File: config.mk
export PLATFORM = sky130hd
export DESIGN_NAME = sprite_animator_flat
export DESIGN_NICKNAME = d
export VERILOG_FILES = /design/src/rtl/sprite_animator_if.sv /design/src/rtl/sprite_animator.sv /design/src/flat_wrapper.sv
export SDC_FILE = /design/constraint.sdc
export NUM_CORES = 1
export LEC_CHECK = 0
export CORE_ASPECT_RATIO = 2
export CORE_MARGIN = 1
export CORE_UTILIZATION = 52
export DETAILED_ROUTE_END_ITERATION = 10
export PLACE_DENSITY = 0.8
export SLEW_MARGIN = 20
export SYNTH_ARGS = -nofsm -noshare
export SYNTH_HDL_FRONTEND = slang
export SYNTH_SLANG_ARGS = --single-unit
File: constraint.sdc
create_clock -name Clk -period 2.85 [get_ports Clk]
set_input_delay 0.285 -clock Clk [delete_from_list [all_inputs] [get_ports Clk]]
set_output_delay 0.285 -clock Clk [all_outputs]
set_load 0.03 [all_outputs]
File: src/rtl/sprite_animator_if.sv
// Sprite animator bus: frame-rate control in, sprite position and frame
// selection out. The master drives frame_tick and motion; the slave drives
// the sprite outputs.
interface sprite_animator_if;
  logic        frame_tick;
  logic [3:0]  motion;
  logic [10:0] SpriteX;
  logic [10:0] SpriteY;
  logic [3:0]  sel;
  logic        mirror;
  logic        blocked;

  modport master (
    output frame_tick, motion,
    input  SpriteX, SpriteY, sel, mirror, blocked
  );

  modport slave (
    input  frame_tick, motion,
    output SpriteX, SpriteY, sel, mirror, blocked
  );
endinterface

File: src/rtl/sprite_animator.sv
// Sprite animator: walks a sprite horizontally between two bounds, sequences
// the walk animation frames and inserts a fixed-length turn pose whenever
// the requested direction changes. All updates are qualified by frame_tick.
//
// state | meaning
// IDLE  | standing still, sel=0, follows requested facing
// WALK  | stepping STEP pixels per tick, sel=1+anim
// TURN  | turn pose for FRAME_DIV ticks, sel=5, motion ignored until last tick
module sprite_animator #(
  parameter int X_START   = 290,
  parameter int Y_START   = 350,
  parameter int X_MIN     = 0,
  parameter int X_MAX     = 608,
  parameter int STEP      = 2,
  parameter int FRAME_DIV = 4
) (
  input  logic              Clk,
  input  logic              Reset,
  sprite_animator_if.slave  bus
);

  typedef enum logic [1:0] {IDLE, WALK, TURN} state_t;

  localparam logic [1:0]  LAST   = 2'(FRAME_DIV - 1);
  localparam logic [10:0] XSTART = 11'(X_START);
  localparam logic [10:0] YSTART = 11'(Y_START);
  localparam logic [10:0] XMIN   = 11'(X_MIN);
  localparam logic [10:0] XMAX   = 11'(X_MAX);
  localparam logic [10:0] XSTEP  = 11'(STEP);

  state_t      state_q, state_d;
  logic        facing_q, facing_d;
  logic [1:0]  div_q, div_d;
  logic [1:0]  anim_q, anim_d;
  logic [1:0]  tcnt_q, tcnt_d;
  logic [10:0] x_q, x_d;
  logic        blocked_q, blocked_d;
  logic [3:0]  sel_q, sel_d;

  logic        dir, walk;
  logic        unused_rsvd;
  logic [11:0] right_sum;
  logic [10:0] step_x;
  logic        step_blk;

  assign dir         = bus.motion[0];
  assign walk        = bus.motion[1];
  assign unused_rsvd = ^bus.motion[3:2];

  // One step in the requested direction, clamped at the bounds; the left
  // case compares before subtracting so it never wraps below zero.
  always_comb begin
    right_sum = {1'b0, x_q} + {1'b0, XSTEP};
    step_x    = x_q;
    step_blk  = 1'b0;
    if (dir) begin
      if (x_q < XMIN + XSTEP) begin
        step_x   = XMIN;
        step_blk = 1'b1;
      end else begin
        step_x   = x_q - XSTEP;
      end
    end else begin
      if (right_sum > {1'b0, XMAX}) begin
        step_x   = XMAX;
        step_blk = 1'b1;
      end else begin
        step_x   = right_sum[10:0];
      end
    end
  end

  // Next-state and next-output decode; everything holds unless a rule fires.
  always_comb begin
    state_d   = state_q;
    facing_d  = facing_q;
    div_d     = div_q;
    anim_d    = anim_q;
    tcnt_d    = tcnt_q;
    x_d       = x_q;
    blocked_d = blocked_q;

    if (state_q == WALK) begin
      if (!walk) begin
        state_d   = IDLE;
        blocked_d = 1'b0;
      end else if (dir != facing_q) begin
        state_d  = TURN;
        facing_d = dir;
        tcnt_d   = 2'd0;
      end else begin
        x_d       = step_x;
        blocked_d = step_blk;
        if (div_q == LAST) begin
          div_d  = 2'd0;
          anim_d = anim_q + 2'd1;
        end else begin
          div_d  = div_q + 2'd1;
        end
      end
    end else if (state_q == TURN && tcnt_q != LAST) begin
      tcnt_d = tcnt_q + 2'd1;
    end else begin
      // IDLE, or the final tick of TURN, which behaves exactly like IDLE
      if (!walk) begin
        state_d   = IDLE;
        facing_d  = dir;
        blocked_d = 1'b0;
      end else if (dir == facing_q) begin
        state_d   = WALK;
        anim_d    = 2'd0;
        div_d     = 2'd0;
        x_d       = step_x;
        blocked_d = step_blk;
      end else begin
        state_d  = TURN;
        facing_d = dir;
        tcnt_d   = 2'd0;
      end
    end

    case (state_d)
      WALK:    sel_d = {2'b00, anim_d} + 4'd1;
      TURN:    sel_d = 4'd5;
      default: sel_d = 4'd0;
    endcase
  end

  // State and output registers; synchronous reset wins over frame_tick.
  always_ff @(posedge Clk) begin
    if (!Reset) begin
      state_q   <= IDLE;
      facing_q  <= 1'b0;
      div_q     <= 2'd0;
      anim_q    <= 2'd0;
      tcnt_q    <= 2'd0;
      x_q       <= XSTART;
      blocked_q <= 1'b0;
      sel_q     <= 4'd0;
    end else if (bus.frame_tick) begin
      state_q   <= state_d;
      facing_q  <= facing_d;
      div_q     <= div_d;
      anim_q    <= anim_d;
      tcnt_q    <= tcnt_d;
      x_q       <= x_d;
      blocked_q <= blocked_d;
      sel_q     <= sel_d;
    end
  end

  assign bus.SpriteX = x_q;
  assign bus.SpriteY = YSTART;
  assign bus.sel     = sel_q;
  assign bus.mirror  = facing_q;
  assign bus.blocked = blocked_q;

endmodule

File: src/flat_wrapper.sv
// flat-port wrapper written by rule: the top's interface ports become plain ports
module sprite_animator_flat 
#(
  parameter int X_START   = 290,
  parameter int Y_START   = 350,
  parameter int X_MIN     = 0,
  parameter int X_MAX     = 608,
  parameter int STEP      = 2,
  parameter int FRAME_DIV = 4
)
  (Clk, Reset, bus_frame_tick, bus_motion, bus_SpriteX, bus_SpriteY, bus_sel, bus_mirror, bus_blocked);
  sprite_animator_if bus_i ();
  input  logic Clk;
  input  logic Reset;
  input wire logic [$bits(bus_i.frame_tick)-1:0] bus_frame_tick;
  input wire logic [$bits(bus_i.motion)-1:0] bus_motion;
  output wire logic [$bits(bus_i.SpriteX)-1:0] bus_SpriteX;
  output wire logic [$bits(bus_i.SpriteY)-1:0] bus_SpriteY;
  output wire logic [$bits(bus_i.sel)-1:0] bus_sel;
  output wire logic [$bits(bus_i.mirror)-1:0] bus_mirror;
  output wire logic [$bits(bus_i.blocked)-1:0] bus_blocked;
  assign bus_i.frame_tick = bus_frame_tick;
  assign bus_i.motion = bus_motion;
  assign bus_SpriteX = bus_i.SpriteX;
  assign bus_SpriteY = bus_i.SpriteY;
  assign bus_sel = bus_i.sel;
  assign bus_mirror = bus_i.mirror;
  assign bus_blocked = bus_i.blocked;
  sprite_animator #(.X_START(X_START), .Y_START(Y_START), .X_MIN(X_MIN), .X_MAX(X_MAX), .STEP(STEP), .FRAME_DIV(FRAME_DIV)) u_core (.Clk(Clk), .Reset(Reset), .bus(bus_i));
endmodule
Yosys cells after proc, flatten, opt, wreduce, memory -nomap -nowiden
Index checks and enable logic that the tools add are counted.

storage, ports and cells
  register bits after elaboration = 25
  input port bits = 7
  output and inout port bits = 28
  word-level logic and storage cells = 90

cells by class
  add/sub/neg operators = 6
  magnitude comparators = 2
  equal/unequal tests = 16
  multiplexer cells = 51
  reduce and logical (&&, ||, !) cells = 7

operator list
  cell                   number
  $mux 11                9
  $mux 2                 26
  $mux 1                 15
  $add 11x2->12 const B  1
  $gt 12x10->1 const B   1
  $lt 11x2->1 const B    1
  $sub 11x2->11 const B  1
  $reduce_and 5->1       2
  $ne 2x2->1 const B     4
  $pmux 4 s2             1
  $add 2x1->2 const B    3
  $eq 2x2->1 const B     3
  $ne 3x1->1 const B     2
  $reduce_and 6->1       1
  $eq 2x1->1 const B     2
  $reduce_and 4->1       1
  $reduce_bool 2->1      2
  $add 2x1->3 const B    1
  $ne 3x2->1 const B     1
  $ne 3x3->1 const B     1
  $ne 2x1->1 const B     1
  $eq 1x1->1             1
  $logic_and 1x1->1      1
  $ne 1x1->1             1

Longest topological paths before layout
  word-level depth = 8
  gate-level depth with buffers = 12
  gate-level depth less buffers = 11

Worst setup path after synthesis
No wires, ideal clock.

  path kind = register to register
  start = register u_core.x_q[1], in the netlist u_core.bus.SpriteX[1]
  end = register u_core.x_q[3], in the netlist u_core.bus.SpriteX[3]
  setup time = 0.117 ns
  arrival time = 2.491 ns
  data required time = 2.733 ns
  setup slack = 0.243 ns
  cell stages (with the launch flop) = 11
  path buffers = 2
  clock period less this slack = 2.607 ns
  cell sequence = dfxtp_1 buf_2 inv_1 ha_1 or3b_1 buf_6 or3_4 o31a_1 a211oi_1 a2111oi_0 a22o_1

on the way
  longest elaborated chain between the ends = 8
  elaborated cells between the ends (all ways) = 13
  those cells by class = 2 x add/sub; 2 x order compare; 9 x mux

RTL lines
  element                 line                    RTL
  from (decl)             sprite_animator.sv:36   logic [10:0] x_q, x_d;
  from (signal assigned)  sprite_animator.sv:137  x_q <= XSTART;
  from (signal assigned)  sprite_animator.sv:146  x_q <= x_d;
  $add 11x2->12           sprite_animator.sv:53   right_sum = {1'b0, x_q} + {1'b0, XSTEP};
  $gt 12x10->1            sprite_animator.sv:64   if (right_sum > {1'b0, XMAX}) begin
  $mux 11                 sprite_animator.sv:64
  $mux 11 (*)             sprite_animator.sv:56   if (dir) begin
  $mux 11                 sprite_animator.sv:109  end else if (dir == facing_q) begin
  $mux 11                 sprite_animator.sv:105  if (!walk) begin
  $mux 11                 sprite_animator.sv:101  end else if (state_q == TURN && tcnt_q != LAST) begin
  $mux 11 (*)             sprite_animator.sv:83   if (state_q == WALK) begin

Every way passes the cells marked *; elsewhere a longest branch is shown, timed or not. The select of a mux whose other input is x is not followed.
A chain may end at the register's enable or synchronous reset.

Worst setup path in the final report
  start = register u_core.x_q[1], in the netlist u_core.bus.SpriteX[1]
  end = register u_core.x_q[2], in the netlist u_core.bus.SpriteX[2]

Same word-level chain as after synthesis.

==> flow_summary.json <==
{
  "hold_path_startpoint": "u_core.div_q[1]",
  "cts-root-buf": "clkbuf_8",
  "synth_ff_type": "dfxtp_1",
  "wire_per_inst_um": 15.1,
  "syn_inst": 249,
  "netlist_area_sq_um": 1840,
  "num-fill-cells": 328,
  "first_iter_violations": 58,
  "synth_edf_count": 0,
  "finalHoldViolCount": 0,
  "critPathKind": "flop to flop",
  "layout_commonest_cell": "nor2_1",
  "grt_max_degree": 19,
  "p_leak_nw": 0.771,
  "hold_buffers": 0,
  "max_slew_margin_pct": 66.6,
  "hpwl_mm": 3.30,
  "port_buffers": 19,
  "setup_slack_ns": 0.252,
  "reg2regPathDepth": 9,
  "clockBufferDepth": 2,
  "die-area_sq_um": 3790,
  "worst_slew_pin_slew_ns": 0.500,
  "fin_nets": 274,
  "crit_required_ns": 3.08,
  "power_w": 0.000760,
  "reg2reg_slack_ns": 0.25,
  "cp_data_arrival_time_ns": 2.82,
  "gp_congestion": 0.905,
  "insertion_delay_ns": 0.27,
  "skew_ns": 0.00625,
  "endpoint_kind": "flop",
  "hold_depth": 2,
  "outcome": "finished clean",
  "cts.htree.levels": 1,
  "die-width_um": 44.0,
  "max_cap_violations": 0,
  "setup_viol_count_final": 0,
  "ant_nets": 0,
  "multi_input_area_sq_um": 1180,
  "antenna_found_initial": 0,
  "powerDensity_nw_per_um2": 373,
  "wl_mm": 4.39,
  "regArea_sq_um": 460,
  "clock-sinks": 23,
  "rsz0062_at_grt": "false",
  "post-route-drc-count": 0,
  "cts_resized": 0,
  "fp-row-count": 30,
  "syn_to_final_growth_pct": 11.0,
  "holdPathEnd": "u_core.div_q[1]",
  "vias_per_cell": 6.20,
  "hold_path.class": "flop to flop",
  "r2r-end": "u_core.bus.SpriteX[2]",
  "cp_max_fo": 10,
  "start_util_pct": 54.4,
  "ys_ff_latch": 23,
  "syn_avg_cell_area_sq_um": 7.38,
  "post-route-period-util_pct": 91.2,
  "clk_pin_slew_ns": 0.09,
  "dr.pass1.iters": 6,
  "num_vias": 1805,
  "yosysSeqAreaShare_pct": 25.1,
  "first_global_vias": 1672,
  "yosys_warnings": 0,
  "numCtsBuffers": 3,
  "grt-ovfl-total": 0,
  "postCtsSetupRepairBufs": 0,
  "synthArstFlopShare_pct": 0,
  "dpl_worst_slack_ns": 0.302,
  "drive_gt1_share_pct": 8.11,
  "ios": 35,
  "yosysUniqueCellTypes": 57,
  "period_needed_ns": 2.60,
  "finalMaxSlewViolations": 0,
  "die_y_um": 86.1,
  "finalSetupTns_ns": 0,
  "r2r_start": "u_core.bus.SpriteX[1]",
  "ir_worst_vdd_v": 0.000477,
  "grt_pass1_wl_mm": 7.38,
  "final_cell_mix": "25 x nor2_1, 23 x dfxtp_1, 20 x nand2_1",
  "utilization_pct": 60.3,
  "cts_tree": "built",
  "grtUsageTotal_pct": 25.4,
  "max_freq_mhz": 385,
  "num_antenna_cells": 0,
  "core_area_sq_um": 3380,
  "start_kind": "flop"
}
area by class of cell:
cell class / instances / area share, %
clock inverter: 1 / 0.368
multi-input combinational: 192 / 58.0
timing repair buffer: 29 / 13.0
clock buffer: 3 / 2.03
tap: 32 / 1.96
inverter: 11 / 2.03
sequential: 23 / 22.6
worst max-delay path: stages, from the launching register on:
cell       delay [ns]
dfxtp_1          0.40
buf_4            0.19
ha_1             0.36
and3_1           0.33
nand3b_1         0.12
a311o_1          0.29
a2bb2oi_1        0.15
o21a_1           0.29
nor3b_1          0.21
o221a_2          0.21
stage by stage:
step / hold slack, ns / cells / instance area [sq um]
6_report: 0.466 / 291 / 2040
2_1_floorplan: 0.436 / 260 / 1880
3_5_place_dp: 0.451 / 287 / 1990
3_3_place_gp: 0.447 / 287 / 1990
5_1_grt: 0.481 / 291 / 2040
4_1_cts: 0.464 / 291 / 2040
worst max-delay path by stage:
stage	startpoint	to	slack, ns	depth (start not counted)
finish	u_core.bus.SpriteX[1]	u_core.bus.SpriteX[2]	0.25	9
global route	u_core.bus.SpriteX[1]	u_core.bus.SpriteX[1]	0.11	9
CTS	u_core.bus.SpriteX[1]	u_core.bus.SpriteX[2]	0.27	9
detailed placement	u_core.bus.SpriteX[1]	u_core.bus.SpriteX[2]	0.30	9
global placement	u_core.bus.SpriteX[1]	u_core.bus.SpriteX[2]	0.34	9
floorplan	u_core.bus.SpriteX[1]	u_core.bus.SpriteX[3]	0.24	10
synthesized netlist by cell type (all sizes together) (3+ instances only):
cell type | number | area, sq um
nor3 | 7 | 35.0
o31a | 3 | 26.3
mux2i | 3 | 30.0
xor2 | 3 | 26.3
a21oi | 17 | 85.1
and3 | 4 | 25.0
nor2 | 25 | 93.8
or3 | 4 | 30.0
nand3 | 6 | 30.0
nor4 | 3 | 18.8
a31oi | 5 | 31.3
nand2 | 20 | 75.1
buf | 22 | 149
nand2b | 6 | 37.5
ha | 7 | 87.6
dfxtp | 23 | 460
nand4 | 4 | 31.3
o31ai | 4 | 30.0
o21ai | 18 | 90.1
inv | 10 | 37.5
a211oi | 4 | 30.0
clkbuf | 12 | 45.0
kinds of logic (layout without fill, tap and decap cells):
family | Yosys count | in the layout | share of synthesized area (%)
and+or+nand+nor | 92 | 92 | 26.2
AOI/OAI and AO/OA | 72 | 72 | 26.7
buffers and inverters | 45 | 44 | 12.8
DFF | 23 | 23 | 25.1
adders and majority gates | 7 | 7 | 4.77
xor gates and xnor gates | 5 | 5 | 2.38
muxes | 3 | 3 | 1.63
other | 2 | 13 | 0.409
flip-flops by register name (all words and copies together), names as in the netlist:
| signal | flops |
|---|---|
| u_core.state_q | 2 |
| u_core.div_q | 2 |
| u_core.tcnt_q | 2 |
| u_core.bus.sel | 3 |
| u_core.bus.SpriteX | 10 |
| u_core.bus.mirror | 1 |
| u_core.anim_q | 2 |
| u_core.bus.blocked | 1 |
layer usage:
| metal | GRT usage [%] | vias up | wire length, um |
|---|---|---|---|
| met4 | 16.3 | 0 | 195 |
| met2 | 45.6 | 62 | 2350 |
| met1 | 25.9 | 837 | 1690 |
| met5 | 0 | - | 0 |
| li1 | - | 891 | - |
| met3 | 3.37 | 15 | 161 |
report_power, final:
| group | internal, W | leakage, nW | switching [W] |
|---|---|---|---|
| combinational | 0.0000734 | 0.562 | 0.000128 |
| clock | 0.0000992 | 0.0217 | 0.000115 |
| sequential | 0.000333 | 0.187 | 0.0000127 |
| total | 0.000505 | 0.771 | 0.000255 |
Note: power is estimated with default switching activity, not from simulation.
